--- src/rtl/sound_pkg.sv ---
// Shared constants for the sound FIFO and its sample pacer.
// Holds the state encoding, FIFO geometry and the nominal divider.
package sound_pkg;

    localparam int DEPTH  = 32;
    localparam int LEVELW = 6;
    localparam int NOMDIV = 1563;

    typedef enum logic [1:0] {
        ST_IDLE    = 2'd0,
        ST_PRIME   = 2'd1,
        ST_RUN     = 2'd2,
        ST_STARVED = 2'd3
    } pacer_state_t;

    // Divider reload value: nominal period plus signed trim, minus one.
    function automatic logic [15:0] period_m1(
        input logic [15:0]       nom,
        input logic signed [7:0] trim
    );
        return nom + {{8{trim[7]}}, trim} - 16'd1;
    endfunction

endpackage

--- src/rtl/sound_sample_pacer_if.sv ---
// Control and status bundle between the pacer and its surroundings.
// The master side drives enable and write pulses; the pacer is the slave.
interface sound_sample_pacer_if import sound_pkg::*; #(
    parameter int LEVELW = sound_pkg::LEVELW
) ();
    logic              IwEnable;
    logic              IwSampleWritten;
    logic              ObNextAudioSamples;
    logic [LEVELW-1:0] ObLevel;
    logic [7:0]        ObTrim;
    logic [1:0]        ObState;
    logic [7:0]        ObUnderrunCount;
    logic [7:0]        ObOverrunCount;

    modport master (
        output IwEnable, IwSampleWritten,
        input  ObNextAudioSamples, ObLevel, ObTrim, ObState,
        input  ObUnderrunCount, ObOverrunCount
    );

    modport slave (
        input  IwEnable, IwSampleWritten,
        output ObNextAudioSamples, ObLevel, ObTrim, ObState,
        output ObUnderrunCount, ObOverrunCount
    );
endinterface

--- src/rtl/sound_sample_pacer_sat_counter8.sv ---
// 8-bit event counter that sticks at 255.
// Used for underrun and overrun statistics.
module sat_counter8 import sound_pkg::*; (
    input  logic       IwClk,
    input  logic       IwReset,
    input  logic       inc,
    output logic [7:0] count
);
    logic [7:0] count_q, count_d;

    // Next count: step on an event unless already saturated.
    always_comb begin
        count_d = count_q;
        if (inc && (count_q != 8'hFF)) begin
            count_d = count_q + 8'd1;
        end
    end

    // Count register.
    always_ff @(posedge IwClk or posedge IwReset) begin
        if (IwReset) count_q <= 8'd0;
        else         count_q <= count_d;
    end

    assign count = count_q;
endmodule

--- src/rtl/sound_sample_pacer.sv ---
// Sample pacer: strobes FIFO advances at the audio rate and trims
// the period so the FIFO hovers near half full.
module sound_sample_pacer import sound_pkg::*; #(
    parameter int DEPTH     = sound_pkg::DEPTH,
    parameter int LEVELW    = sound_pkg::LEVELW,
    parameter int NOMDIV    = sound_pkg::NOMDIV,
    parameter int TRIMMAX   = 64,
    parameter int PRIMEMARK = 16,
    parameter int LOWMARK   = 12,
    parameter int HIGHMARK  = 20
) (
    input logic IwClk,
    input logic IwReset,
    sound_sample_pacer_if.slave bus
);
    localparam logic [LEVELW-1:0] FULL   = LEVELW'(DEPTH - 1);
    localparam logic [LEVELW-1:0] LVL2   = LEVELW'(2);
    localparam logic [LEVELW-1:0] PRIMEL = LEVELW'(PRIMEMARK);
    localparam logic [LEVELW-1:0] LOWL   = LEVELW'(LOWMARK);
    localparam logic [LEVELW-1:0] HIGHL  = LEVELW'(HIGHMARK);
    localparam logic [LEVELW-1:0] ONE    = LEVELW'(1);
    localparam logic signed [7:0] TMAX   = 8'(TRIMMAX);
    localparam logic signed [7:0] TMIN   = 8'(-TRIMMAX);
    localparam logic [15:0]       NOM16  = 16'(NOMDIV);
    localparam logic [15:0]       HOLD   = 16'(NOMDIV - 1);

    pacer_state_t      state_q, state_d;
    logic [15:0]       div_q, div_d;
    logic [LEVELW-1:0] level_q, level_d;
    logic signed [7:0] trim_q, trim_d;
    logic              strobe_q, strobe_d;
    logic              wacc, drop, tick, starve, go_run;

    // Event decode: accepted/dropped writes, divider tick, advance decision.
    always_comb begin
        wacc     = bus.IwSampleWritten && (level_q != FULL);
        drop     = bus.IwSampleWritten && !wacc;
        tick     = bus.IwEnable && (state_q == ST_RUN) && (div_q == 16'd0);
        strobe_d = tick && (level_q >= LVL2);
        starve   = tick && !strobe_d;
        go_run   = bus.IwEnable && (state_q == ST_PRIME)
                   && (level_q >= PRIMEL);
    end

    // Occupancy follows accepted writes and issued advance strobes.
    always_comb begin
        level_d = level_q;
        if (wacc && !strobe_q)      level_d = level_q + ONE;
        else if (!wacc && strobe_q) level_d = level_q - ONE;
    end

    // Trim nudges the period toward half full on every issued strobe.
    always_comb begin
        trim_d = trim_q;
        if (strobe_d) begin
            if ((level_q > HIGHL) && (trim_q > TMIN))
                trim_d = trim_q - 8'sd1;
            else if ((level_q < LOWL) && (trim_q < TMAX))
                trim_d = trim_q + 8'sd1;
        end
    end

    // Divider counts down in RUN; it is loaded with the trimmed period on
    // RUN entry so the first tick obeys the current trim.
    always_comb begin
        div_d = HOLD;
        if (bus.IwEnable && (state_q == ST_RUN)) begin
            div_d = (div_q == 16'd0) ? period_m1(NOM16, trim_q)
                                     : div_q - 16'd1;
        end else if (go_run) begin
            div_d = period_m1(NOM16, trim_q);
        end
    end

    // Next state; dropping enable always wins.
    always_comb begin
        state_d = state_q;
        if (!bus.IwEnable) begin
            state_d = ST_IDLE;
        end else begin
            unique case (state_q)
                ST_IDLE:    state_d = ST_PRIME;
                ST_PRIME:   if (go_run) state_d = ST_RUN;
                ST_RUN:     if (starve) state_d = ST_STARVED;
                ST_STARVED: state_d = ST_PRIME;
            endcase
        end
    end

    // Pacer state registers; the strobe is registered so it cannot glitch.
    always_ff @(posedge IwClk or posedge IwReset) begin
        if (IwReset) begin
            state_q  <= ST_IDLE;
            div_q    <= 16'd0;
            level_q  <= '0;
            trim_q   <= 8'sd0;
            strobe_q <= 1'b0;
        end else begin
            state_q  <= state_d;
            div_q    <= div_d;
            level_q  <= level_d;
            trim_q   <= trim_d;
            strobe_q <= strobe_d;
        end
    end

    sat_counter8 u_underrun (
        .IwClk   (IwClk),
        .IwReset (IwReset),
        .inc     (starve),
        .count   (bus.ObUnderrunCount)
    );

    sat_counter8 u_overrun (
        .IwClk   (IwClk),
        .IwReset (IwReset),
        .inc     (drop),
        .count   (bus.ObOverrunCount)
    );

    assign bus.ObNextAudioSamples = strobe_q;
    assign bus.ObLevel            = level_q;
    assign bus.ObTrim             = trim_q;
    assign bus.ObState            = state_q;
endmodule

--- src/flat_wrapper.sv ---
// flat-port wrapper written by rule: the top's interface ports become plain ports
module sound_sample_pacer_flat import sound_pkg::*;
#(
    parameter int DEPTH     = sound_pkg::DEPTH,
    parameter int LEVELW    = sound_pkg::LEVELW,
    parameter int NOMDIV    = sound_pkg::NOMDIV,
    parameter int TRIMMAX   = 64,
    parameter int PRIMEMARK = 16,
    parameter int LOWMARK   = 12,
    parameter int HIGHMARK  = 20
)
  (IwClk, IwReset, bus_IwEnable, bus_IwSampleWritten, bus_ObNextAudioSamples, bus_ObLevel, bus_ObTrim, bus_ObState, bus_ObUnderrunCount, bus_ObOverrunCount);
  sound_sample_pacer_if #(.LEVELW(LEVELW)) bus_i ();
  input logic IwClk;
  input logic IwReset;
  input wire logic [$bits(bus_i.IwEnable)-1:0] bus_IwEnable;
  input wire logic [$bits(bus_i.IwSampleWritten)-1:0] bus_IwSampleWritten;
  output wire logic [$bits(bus_i.ObNextAudioSamples)-1:0] bus_ObNextAudioSamples;
  output wire logic [$bits(bus_i.ObLevel)-1:0] bus_ObLevel;
  output wire logic [$bits(bus_i.ObTrim)-1:0] bus_ObTrim;
  output wire logic [$bits(bus_i.ObState)-1:0] bus_ObState;
  output wire logic [$bits(bus_i.ObUnderrunCount)-1:0] bus_ObUnderrunCount;
  output wire logic [$bits(bus_i.ObOverrunCount)-1:0] bus_ObOverrunCount;
  assign bus_i.IwEnable = bus_IwEnable;
  assign bus_i.IwSampleWritten = bus_IwSampleWritten;
  assign bus_ObNextAudioSamples = bus_i.ObNextAudioSamples;
  assign bus_ObLevel = bus_i.ObLevel;
  assign bus_ObTrim = bus_i.ObTrim;
  assign bus_ObState = bus_i.ObState;
  assign bus_ObUnderrunCount = bus_i.ObUnderrunCount;
  assign bus_ObOverrunCount = bus_i.ObOverrunCount;
  sound_sample_pacer #(.DEPTH(DEPTH), .LEVELW(LEVELW), .NOMDIV(NOMDIV), .TRIMMAX(TRIMMAX), .PRIMEMARK(PRIMEMARK), .LOWMARK(LOWMARK), .HIGHMARK(HIGHMARK)) u_core (.IwClk(IwClk), .IwReset(IwReset), .bus(bus_i));
endmodule
--- config.mk ---
export PLATFORM = sky130hd
export DESIGN_NAME = sound_sample_pacer_flat
export DESIGN_NICKNAME = d
export VERILOG_FILES = /design/src/rtl/sound_pkg.sv /design/src/rtl/sound_sample_pacer_if.sv /design/src/rtl/sound_sample_pacer_sat_counter8.sv /design/src/rtl/sound_sample_pacer.sv /design/src/flat_wrapper.sv
export SDC_FILE = /design/constraint.sdc
export NUM_CORES = 1
export LEC_CHECK = 0
export CAP_MARGIN = 0
export CELL_PAD_IN_SITES_DETAIL_PLACEMENT = 1
export CELL_PAD_IN_SITES_GLOBAL_PLACEMENT = 2
export CORE_ASPECT_RATIO = 0.8
export CORE_MARGIN = 3
export CORE_UTILIZATION = 38
export CTS_CLUSTER_SIZE = 25
export DETAILED_ROUTE_END_ITERATION = 12
export PLACE_DENSITY = 0.85
export RECOVER_POWER = 100
export SKIP_CTS_REPAIR_TIMING = 1
export SLEW_MARGIN = 20
export SYNTH_ARGS = -nofsm -noshare
export SYNTH_HDL_FRONTEND = slang
export SYNTH_SLANG_ARGS = --single-unit
--- constraint.sdc ---
create_clock -name IwClk -period 8.6 [get_ports IwClk]
set_input_delay 1.72 -clock IwClk [delete_from_list [all_inputs] [get_ports IwClk]]
set_output_delay 1.72 -clock IwClk [all_outputs]
set_load 0.1 [all_outputs]
==> impl_metrics.env, run 1 <==
export IMPL_ys_ff_latch=49
export IMPL_setup_violations=0
export IMPL_hold_viol=0
export IMPL_max_cap_violations=2
export IMPL_core_mm2=0.00802
export IMPL_fin_total_pwr_mw=0.997
export IMPL_p_leak_nw=1.62
export IMPL_wl_met1_um=3990
export IMPL_clock_latency_ps=320
export IMPL_nets=391
export IMPL_drc=0
export IMPL_min_from="u_core.u_underrun.count[4]"
export IMPL_instances_no_fill=475
export IMPL_layout_commonest_cell="dfrtp_1"
export IMPL_cts_made_buffers=5
export IMPL_sw_frac_of_total_pct=46.8
export IMPL_worstPathRequired_ps=8800
export IMPL_p_sw_mw=0.467
export IMPL_cts_sinks=49
export IMPL_violations="capacitance limit, slew limit"
export IMPL_grt_pass1_wl_um=12900
export IMPL_tightest_slew_ps=2260
export IMPL_cp_max_fo=9
export IMPL_synth_nets=355
export IMPL_dr_max_layer_used="met4"
export IMPL_worstPathArrival_ps=4670
export IMPL_grt_max_degree=50
export IMPL_ys_seq_area_share_pct=38.6
export IMPL_grtUsageTotal_pct=16.9
export IMPL_met3_length_um=145
export IMPL_initial_utilization_pct=39.6
export IMPL_fp_dieW_um=108
export IMPL_cp_start_kind="primary input"
export IMPL_worst_setup_path_end_kind="register"
export IMPL_combPwrFrac_pct=48.4
export IMPL_period_minus_slack_ps=4470
export IMPL_gp_congestion=0.814
export IMPL_ir_worst_vdd_uv=266
export IMPL_final_cell_mix="dfrtp_1 (49), dlygate4sd3_1 (36), nand2_1 (30), xnor2_1 (30), nor2_1 (25)"
export IMPL_crit_path_start="bus_IwEnable"
export IMPL_fmax_mhz=224
export IMPL_maxSlewHeadroom_pct=-51.3
export IMPL_worst_r2r_startpoint="u_core.div_q[8]"
export IMPL_cp_cell_sequence="dlygate4sd3_1 -> nand2_1 -> nand4bb_1 -> nor4_1 -> mux2_2"
export IMPL_clock_path_buffers=2
export IMPL_routed_wl_um=7590
export IMPL_postRouteAntennaNets=0
export IMPL_place_hpwl_um=5580
export IMPL_grt_overflow_total=0
export IMPL_yosysWarnings=0
export IMPL_power_density_mw_per_mm2=267
export IMPL_grt_pass1_vias=2579
export IMPL_dr_pass1_iters=5
export IMPL_cts_tree="built"
export IMPL_routedWlPerCell_um=16.0
export IMPL_layout_drive_gt1_share_pct=5.99
export IMPL_max_stage_delay_ps=1430
export IMPL_rsz0062_at_grt="false"
export IMPL_fin_skew_ps=13.0
export IMPL_htreeDepth=2
export IMPL_whs_ps=500
export IMPL_period_share_pct=52.0
export IMPL_path_class="primary input to register"
export IMPL_synth_cells=330
export IMPL_setup_tns_ps=0
export IMPL_drtIter0Drc=81
export IMPL_synth_distinct_cells=51
export IMPL_areaGrowthSynthToFinish_pct=17.6
export IMPL_rows=29
export IMPL_min_path_type="register to register"
export IMPL_slew_viol_final=60
export IMPL_synth_flop_cell="dfrtp_1"
export IMPL_cp_num_buf_inv=1
export IMPL_intPower_mw=0.530
export IMPL_antenna_found_initial=0
export IMPL_cts_root_buffer="clkbuf_8"
export IMPL_cpLargestDelayFamily="simple AND/OR/NAND/NOR gates"
export IMPL_wl_met2_um=3360
export IMPL_dieArea_mm2=0.00949
export IMPL_place_area_mm2=0.00364
export IMPL_p_clk_share_pct=20.3
export IMPL_sequentialPowerShare_pct=31.3
export IMPL_vias=2558
export IMPL_slowest_stage="nor4_1"
export IMPL_dp_cells=467
export IMPL_port_buffers=36
export IMPL_die_h_um=87.7
export IMPL_status="complete, but fails checks"
export IMPL_syn_area_mm2=0.00317
export IMPL_viasPerCell=5.39
export IMPL_clk_pin_slew_ps=100
export IMPL_num_io_pins=37
export IMPL_synth_edf_count=0
export IMPL_avgSynthCellArea_um2=9.62
export IMPL_async_flop_share_pct=100
export IMPL_fin_area_mm2=0.00373
export IMPL_n_antenna_cell=0
==> synth_stat cells, drive strengths merged (4+ instances only) <==
library cell  instances  area share (%)
xnor2                30             8.3
a21o                  4            0.95
or3                   7             1.6
clkbuf                7            0.83
nor3                  7             1.1
mux2                  6             2.1
nor2b                11             2.2
o22ai                 4            0.79
o21ai                14             2.2
inv                  15             1.8
dfrtp                49              39
a211oi                4            0.95
nand3                11             1.7
ha                   19             7.5
nor4                  8             2.5
nand4                 9             1.8
a21oi                14             2.2
nand2                30             3.5
nor2                 25             3.0
xor2                 12             3.3
==> sequential cells by signal (all words and copies together), names as in the netlist <==
signal,count
u_core.div_q,16
u_core.u_overrun.count,8
u_core.u_underrun.count,8
u_core.bus.ObTrim,8
u_core.bus.ObState,2
u_core.bus.ObLevel,6
u_core.bus.ObNextAudioSamples,1
==> layer usage <==
metal | global-route usage, % | vias up
li1 | - | 1248
met1 | 25.0 | 1278
met5 | 0 | -
met4 | 4.13 | 0
met2 | 26.0 | 25
met3 | 2.73 | 7
==> area by class of cell <==
cell class	count	area [um2]
Inverter	15	57.6
Fill cell	939	4290
Tap cell	108	135
Clock buffer	5	68.8
Timing Repair Buffer	36	360
Clock inverter	3	68.8
Sequential cell	49	1230
Multi-Input combinational cell	259	1820
==> cells by family after synthesis <==
logic type      count (synthesis)  share of synthesized area [%]
simple gates                  129                           23.1
compound gates                 59                           12.6
flops                          49                           38.6
xor+xnor                       42                           11.6
buf+inv                        22                           2.60
fa+ha+maj                      21                           8.75
mux                             8                           2.76
==> metrics by stage <==
step	util [%]	worst slack, ps
after floorplan	-	4980
after global placement	45.4	4730
after detailed placement	45.4	4620
after CTS	47.1	4740
after global routing	46.5	3900
final	46.5	4130
==> power by group through the flow <==
stage	sequential, mW	clock [mW]	combinational, mW
floorplan	0.451	0	0.244
finish	0.312	0.202	0.483
global placement	0.314	0	0.484
global route	0.318	0.218	0.532
detailed placement	0.316	0	0.495
CTS	0.313	0.208	0.499
==> final timing paths <==
| kind | to | slack, ps | depth (start not counted) |
|---|---|---|---|
| worst max-delay path | u_core.bus.ObTrim[3] | 4130 | 5 |
| worst min-delay path | u_core.u_underrun.count[4] | 500 | 1 |
| worst max register to register | u_core.bus.ObTrim[3] | 4990 | 5 |
| worst min register to register | u_core.u_underrun.count[4] | 500 | 1 |
| max in group asynchronous | u_core.div_q[3] | 5110 | 2 |
| min in group asynchronous | u_core.u_overrun.count[4] | 2470 | 2 |
Note: power is estimated with default switching activity, not from simulation.
==> run 2: changes to the inputs <==
- CORE_UTILIZATION: 38 -> 36
- PLACE_DENSITY: 0.85 -> 0.81
- clock period: 8.6 -> 4.4 ns (I/O delays scaled with it)
==> run 2 against run 1 <==
Net effect: the flow still finishes with violations (capacitance limit, slew limit); global-route usage fell by 1.5 points; hold slack improved by 2.0 ps; via count fell by 2.7%; clock-buffer cell count rose by 1; sequential power rose by 94%; sequential share of layout area rose by 0.066 points; critical path depth rose by 8; first-iteration DRC count fell by 1.2%; utilization fell by 1.3 points; final area fell by 0.20%; total power rose by 90%; highest routed layer unchanged.
==> impl_metrics.env, run 2 (synthesized netlist as in run 1, its figures left out) <==
export IMPL_status="complete, but fails checks"
export IMPL_violations="capacitance limit, slew limit"
export IMPL_worstPathRequired_ps=4600
export IMPL_path_class="register to register"
export IMPL_rows=29
export IMPL_htreeDepth=2
export IMPL_port_buffers=36
export IMPL_period_minus_slack_ps=3270
export IMPL_sequentialPowerShare_pct=32.0
export IMPL_die_h_um=90.0
export IMPL_fin_skew_ps=8.14
export IMPL_worst_setup_path_end_kind="register"
export IMPL_largest_register_ffs=16
export IMPL_num_io_pins=37
export IMPL_maxSlewHeadroom_pct=-50.5
export IMPL_place_hpwl_um=5720
export IMPL_power_density_mw_per_mm2=509
export IMPL_grt_pass1_wl_um=13000
export IMPL_worstPathArrival_ps=3470
export IMPL_dp_cells=468
export IMPL_slew_viol_final=50
export IMPL_cts_sinks=49
export IMPL_rsz0062_at_grt="false"
export IMPL_layout_commonest_cell="dfrtp_1"
export IMPL_sw_frac_of_total_pct=47.7
export IMPL_areaGrowthSynthToFinish_pct=17.4
export IMPL_p_clk_share_pct=18.3
export IMPL_dieArea_mm2=0.00998
export IMPL_hold_viol=0
export IMPL_place_ws_ps=1150
export IMPL_place_area_mm2=0.00365
export IMPL_worstRegToRegCells=13
export IMPL_cts_root_buffer="clkbuf_8"
export IMPL_core_mm2=0.00824
export IMPL_fp_dieW_um=111
export IMPL_gp_congestion=0.780
export IMPL_cp_cell_sequence="inv_1 -> ha_1 -> nand4_1 -> and2_0 -> nand2_1 -> inv_1 -> ha_1 -> nor2b_1 -> o21ai_0 -> a21oi_1 -> o21a_1 -> or3_1 -> a31o_2"
export IMPL_fmax_mhz=306
export IMPL_holdPathStages=1
export IMPL_intPower_mw=0.993
export IMPL_drtIter0Drc=80
export IMPL_setup_tns_ps=0
export IMPL_nets=392
export IMPL_min_path_type="register to register"
export IMPL_worst_slack_ps=1130
export IMPL_fillCellCount=943
export IMPL_p_leak_nw=1.61
export IMPL_dr_pass1_iters=4
export IMPL_grt_max_degree=50
export IMPL_grt_overflow_total=0
export IMPL_cp_start_kind="register"
export IMPL_instances_no_fill=476
export IMPL_min_from="u_core.u_underrun.count[4]"
export IMPL_worst_r2r_setup_slack_ps=1130
export IMPL_setup_violations=0
export IMPL_r2r_end="u_core.bus.ObTrim[6]"
export IMPL_final_cell_mix="dfrtp_1 (49), dlygate4sd3_1 (36), nand2_1 (30), xnor2_1 (30), nor2_1 (25)"
export IMPL_n_antenna_cell=0
export IMPL_p_sw_mw=0.904
export IMPL_cts_tree="built"
export IMPL_grt_pass1_vias=2601
export IMPL_grtUsageTotal_pct=15.4
export IMPL_drc=0
export IMPL_period_share_pct=74.4
export IMPL_worst_r2r_startpoint="u_core.bus.ObTrim[0]"
export IMPL_routedWlPerCell_um=16.0
export IMPL_combPwrFrac_pct=49.8
export IMPL_clock_path_buffers=2
export IMPL_top_register="u_core.div_q"
export IMPL_tightest_slew_ps=2250
export IMPL_routed_wl_um=7610
export IMPL_slowest_stage="dfrtp_1"
export IMPL_postRouteAntennaNets=0
export IMPL_max_stage_delay_ps=500
export IMPL_cp_max_fo=10
export IMPL_layout_drive_gt1_share_pct=5.98
export IMPL_fin_area_mm2=0.00372
export IMPL_vias=2490
export IMPL_hold_path_end="u_core.u_underrun.count[4]"
export IMPL_ir_worst_vdd_uv=488
export IMPL_clock_latency_ps=300
export IMPL_viasPerCell=5.23
export IMPL_max_cap_violations=1
export IMPL_clk_pin_slew_ps=100
export IMPL_initial_utilization_pct=38.5
export IMPL_antenna_found_initial=0
export IMPL_cts_made_buffers=5
==> run 2: worst max path at each step <==
| stage | from | endpoint | slack, ps | cells after the start |
|---|---|---|---|---|
| finish | u_core.bus.ObTrim[0] | u_core.bus.ObTrim[6] | 1130 | 13 |
| global route | u_core.bus.ObTrim[0] | u_core.bus.ObTrim[6] | 820 | 13 |
| global placement | u_core.bus.ObTrim[0] | u_core.bus.ObTrim[6] | 1280 | 13 |
| floorplan | u_core.bus.ObTrim[0] | u_core.bus.ObTrim[6] | 780 | 14 |
| CTS | u_core.bus.ObTrim[0] | u_core.bus.ObTrim[6] | 1110 | 13 |
| detailed placement | u_core.bus.ObTrim[0] | u_core.bus.ObTrim[6] | 1150 | 13 |
==> run 2: power groups by stage <==
stage                     Sequential, mW  Clock [mW]  Combinational (mW)
after floorplan                    0.881           0               0.478
after global placement             0.617           0               0.956
after detailed placement           0.618           0               0.970
after CTS                          0.610       0.355               0.976
after global routing               0.624       0.379                1.03
final                              0.606       0.347               0.944
==> run 2: worst max-delay path, delay by kind of cell, from the launching register on <==
| family | cells | cell delay (ps) |
|---|---|---|
| adder cells (fa/ha/maj) | 2 | 640 |
| AO/OA/AOI/OAI | 4 | 780 |
| flip-flops | 1 | 500 |
| buffers and inverters | 2 | 340 |
| AND/OR/NAND/NOR | 5 | 920 |
==> run 2: final cells by class <==
class                   count  area, um2  area share [%]
repair buffers             37        364            9.77
flip-flops and latches     49       1230            32.9
clock inverters             2       37.5            1.01
inverters                  15       57.6            1.55
well taps                 108        135            3.63
multi-input cells         259       1820            48.9
clock buffers               6       82.6            2.22
==> run 2: through the flow <==
stage                     hold WS (ps)  util, %  total power [mW]
after global routing               521     45.2              2.03
after detailed placement           496     44.3              1.59
after floorplan                    449        -              1.36
after global placement             477     44.3              1.57
after CTS                          514     45.8              1.94
final                              502     45.2              1.90
==> run 2: per-layer routing <==
layer | up-vias | wire [um] | track usage (%)
li1 | 1258 | - | -
met1 | 1199 | 4030 | 22.8
met2 | 28 | 3380 | 24.3
met3 | 5 | 176 | 2.62
met4 | 0 | 31 | 1.85
met5 | - | 0 | 0
==> run 3: changes to the inputs <==
- clock period: 4.4 -> 3.3 ns (I/O delays scaled with it)
==> run 3 against run 2 <==
Net effect: critical endpoint is now u_core.bus.ObTrim[7]; setup slack worse by 890 ps; global-route usage is 0.65 points higher; hold slack better by 2.7 ps; critical path type unchanged; clock-buffer cell count is 1 higher; the run now ends clean.
==> impl_metrics.env, run 3 (synthesized netlist as in run 1, its figures left out) <==
export IMPL_fin_util_pct=43.6
export IMPL_nets=400
export IMPL_place_area_mm2=0.00363
export IMPL_p_leak_nw=1.48
export IMPL_fin_total_pwr_mw=2.49
export IMPL_place_hpwl_um=6000
export IMPL_min_path_type="register to register"
export IMPL_setup_tns_ps=0
export IMPL_n_antenna_cell=0
export IMPL_htreeDepth=2
export IMPL_grt_pass1_wl_um=13500
export IMPL_cts_sinks=49
export IMPL_grt_max_degree=20
export IMPL_hold_viol=0
export IMPL_cp_start_kind="register"
export IMPL_dp_cells=476
export IMPL_vias=2557
export IMPL_drc=0
export IMPL_regArea_mm2=0.00123
export IMPL_top_register="u_core.div_q"
export IMPL_largest_register_ffs=16
export IMPL_routedWlPerCell_um=15.8
export IMPL_maxSlewHeadroom_pct=21.6
export IMPL_dr_pass1_iters=4
export IMPL_cp_max_fo=10
export IMPL_period_minus_slack_ps=3060
export IMPL_dieArea_mm2=0.00998
export IMPL_fp_dieW_um=111
export IMPL_period_share_pct=92.7
export IMPL_die_h_um=90.0
export IMPL_multi_input_area_mm2=0.00184
export IMPL_max_cap_violations=0
export IMPL_antenna_found_initial=0
export IMPL_clock_path_buffers=2
export IMPL_rsz0062_at_grt="false"
export IMPL_routed_wl_um=7670
export IMPL_grt_overflow_total=0
export IMPL_worstPathRequired_ps=3500
export IMPL_worst_slack_ps=240
export IMPL_worstPathArrival_ps=3260
export IMPL_worst_r2r_setup_slack_ps=240
export IMPL_fmax_mhz=327
export IMPL_cts_made_buffers=5
export IMPL_slew_viol_final=0
export IMPL_grt_pass1_vias=2692
export IMPL_cts_root_buffer="clkbuf_8"
export IMPL_postRouteAntennaNets=0
export IMPL_power_density_mw_per_mm2=693
export IMPL_fin_area_mm2=0.00359
export IMPL_layout_commonest_cell="dfrtp_1"
export IMPL_whs_ps=505
export IMPL_fillCellCount=984
export IMPL_instances_no_fill=484
export IMPL_port_buffers=36
export IMPL_worst_setup_path_end_kind="register"
export IMPL_num_io_pins=37
export IMPL_areaGrowthSynthToFinish_pct=13.1
export IMPL_rows=29
export IMPL_status="completed"
export IMPL_viasPerCell=5.28
export IMPL_cts_tree="built"
export IMPL_setup_violations=0
export IMPL_drtIter0Drc=86
export IMPL_tightest_slew_ps=1180
export IMPL_grtUsageTotal_pct=16.1
export IMPL_layout_drive_gt1_share_pct=8.24
export IMPL_core_mm2=0.00824
export IMPL_place_ws_ps=156
export IMPL_ir_worst_vdd_uv=653
export IMPL_path_class="register to register"
export IMPL_initial_utilization_pct=38.5
export IMPL_clk_pin_slew_ps=90
export IMPL_final_cell_mix="dfrtp_1 (45), clkbuf_1 (39), nand2_1 (30), xnor2_1 (30), nor2_1 (25)"
export IMPL_clock_latency_ps=300
export IMPL_fin_skew_ps=3.06
export IMPL_gp_congestion=0.794
==> run 3: worst paths after layout <==
path                                             from                          to  depth (start not counted)
hold reg to reg            u_core.u_underrun.count[4]  u_core.u_underrun.count[4]                          1
hold / removal             u_core.u_underrun.count[4]  u_core.u_underrun.count[4]                          1
setup reg to reg                 u_core.bus.ObTrim[0]        u_core.bus.ObTrim[7]                         13
setup / recovery                 u_core.bus.ObTrim[0]        u_core.bus.ObTrim[7]                         13
min in group asynchronous                     IwReset   u_core.u_overrun.count[4]                          2
max in group asynchronous                     IwReset        u_core.bus.ObTrim[0]                          3
==> run 3: report_power, final <==
part,leakage [nW],internal (mW),switching [mW]
logic,0.793,0.356,0.873
registers,0.624,0.679,0.129
clock network,0.0585,0.247,0.203
total,1.48,1.28,1.20
==> run 3: critical path, stage by stage (launching register included) <==
cell and delay (ps):
dfrtp_4 550, clkinvlp_4 140, ha_1 180, nand4_1 110
and2_1 200, nand2_1 120, inv_2 80, ha_1 340
a21o_1 200, a21oi_1 190, a21oi_1 160, or4_1 540
nand3_1 100, nor2b_1 50
==> run 3: cell type report <==
| cell class | count | area share [%] |
|---|---|---|
| clock buffer | 7 | 2.41 |
| clock inverter | 1 | 0.837 |
| inverter | 15 | 1.67 |
| multi-input combinational | 259 | 51.3 |
| sequential | 49 | 34.4 |
| tap | 108 | 3.77 |
| timing repair buffer | 45 | 5.65 |
==> run 3: per-layer routing <==
metal  up-vias  GRT usage (%)  routed length, um
li1       1270              -                  -
met4         0           3.08                 38
met2        23           26.1               3540
met5         -              0                  0
met3         2           2.48                173
met1      1262           22.8               3910
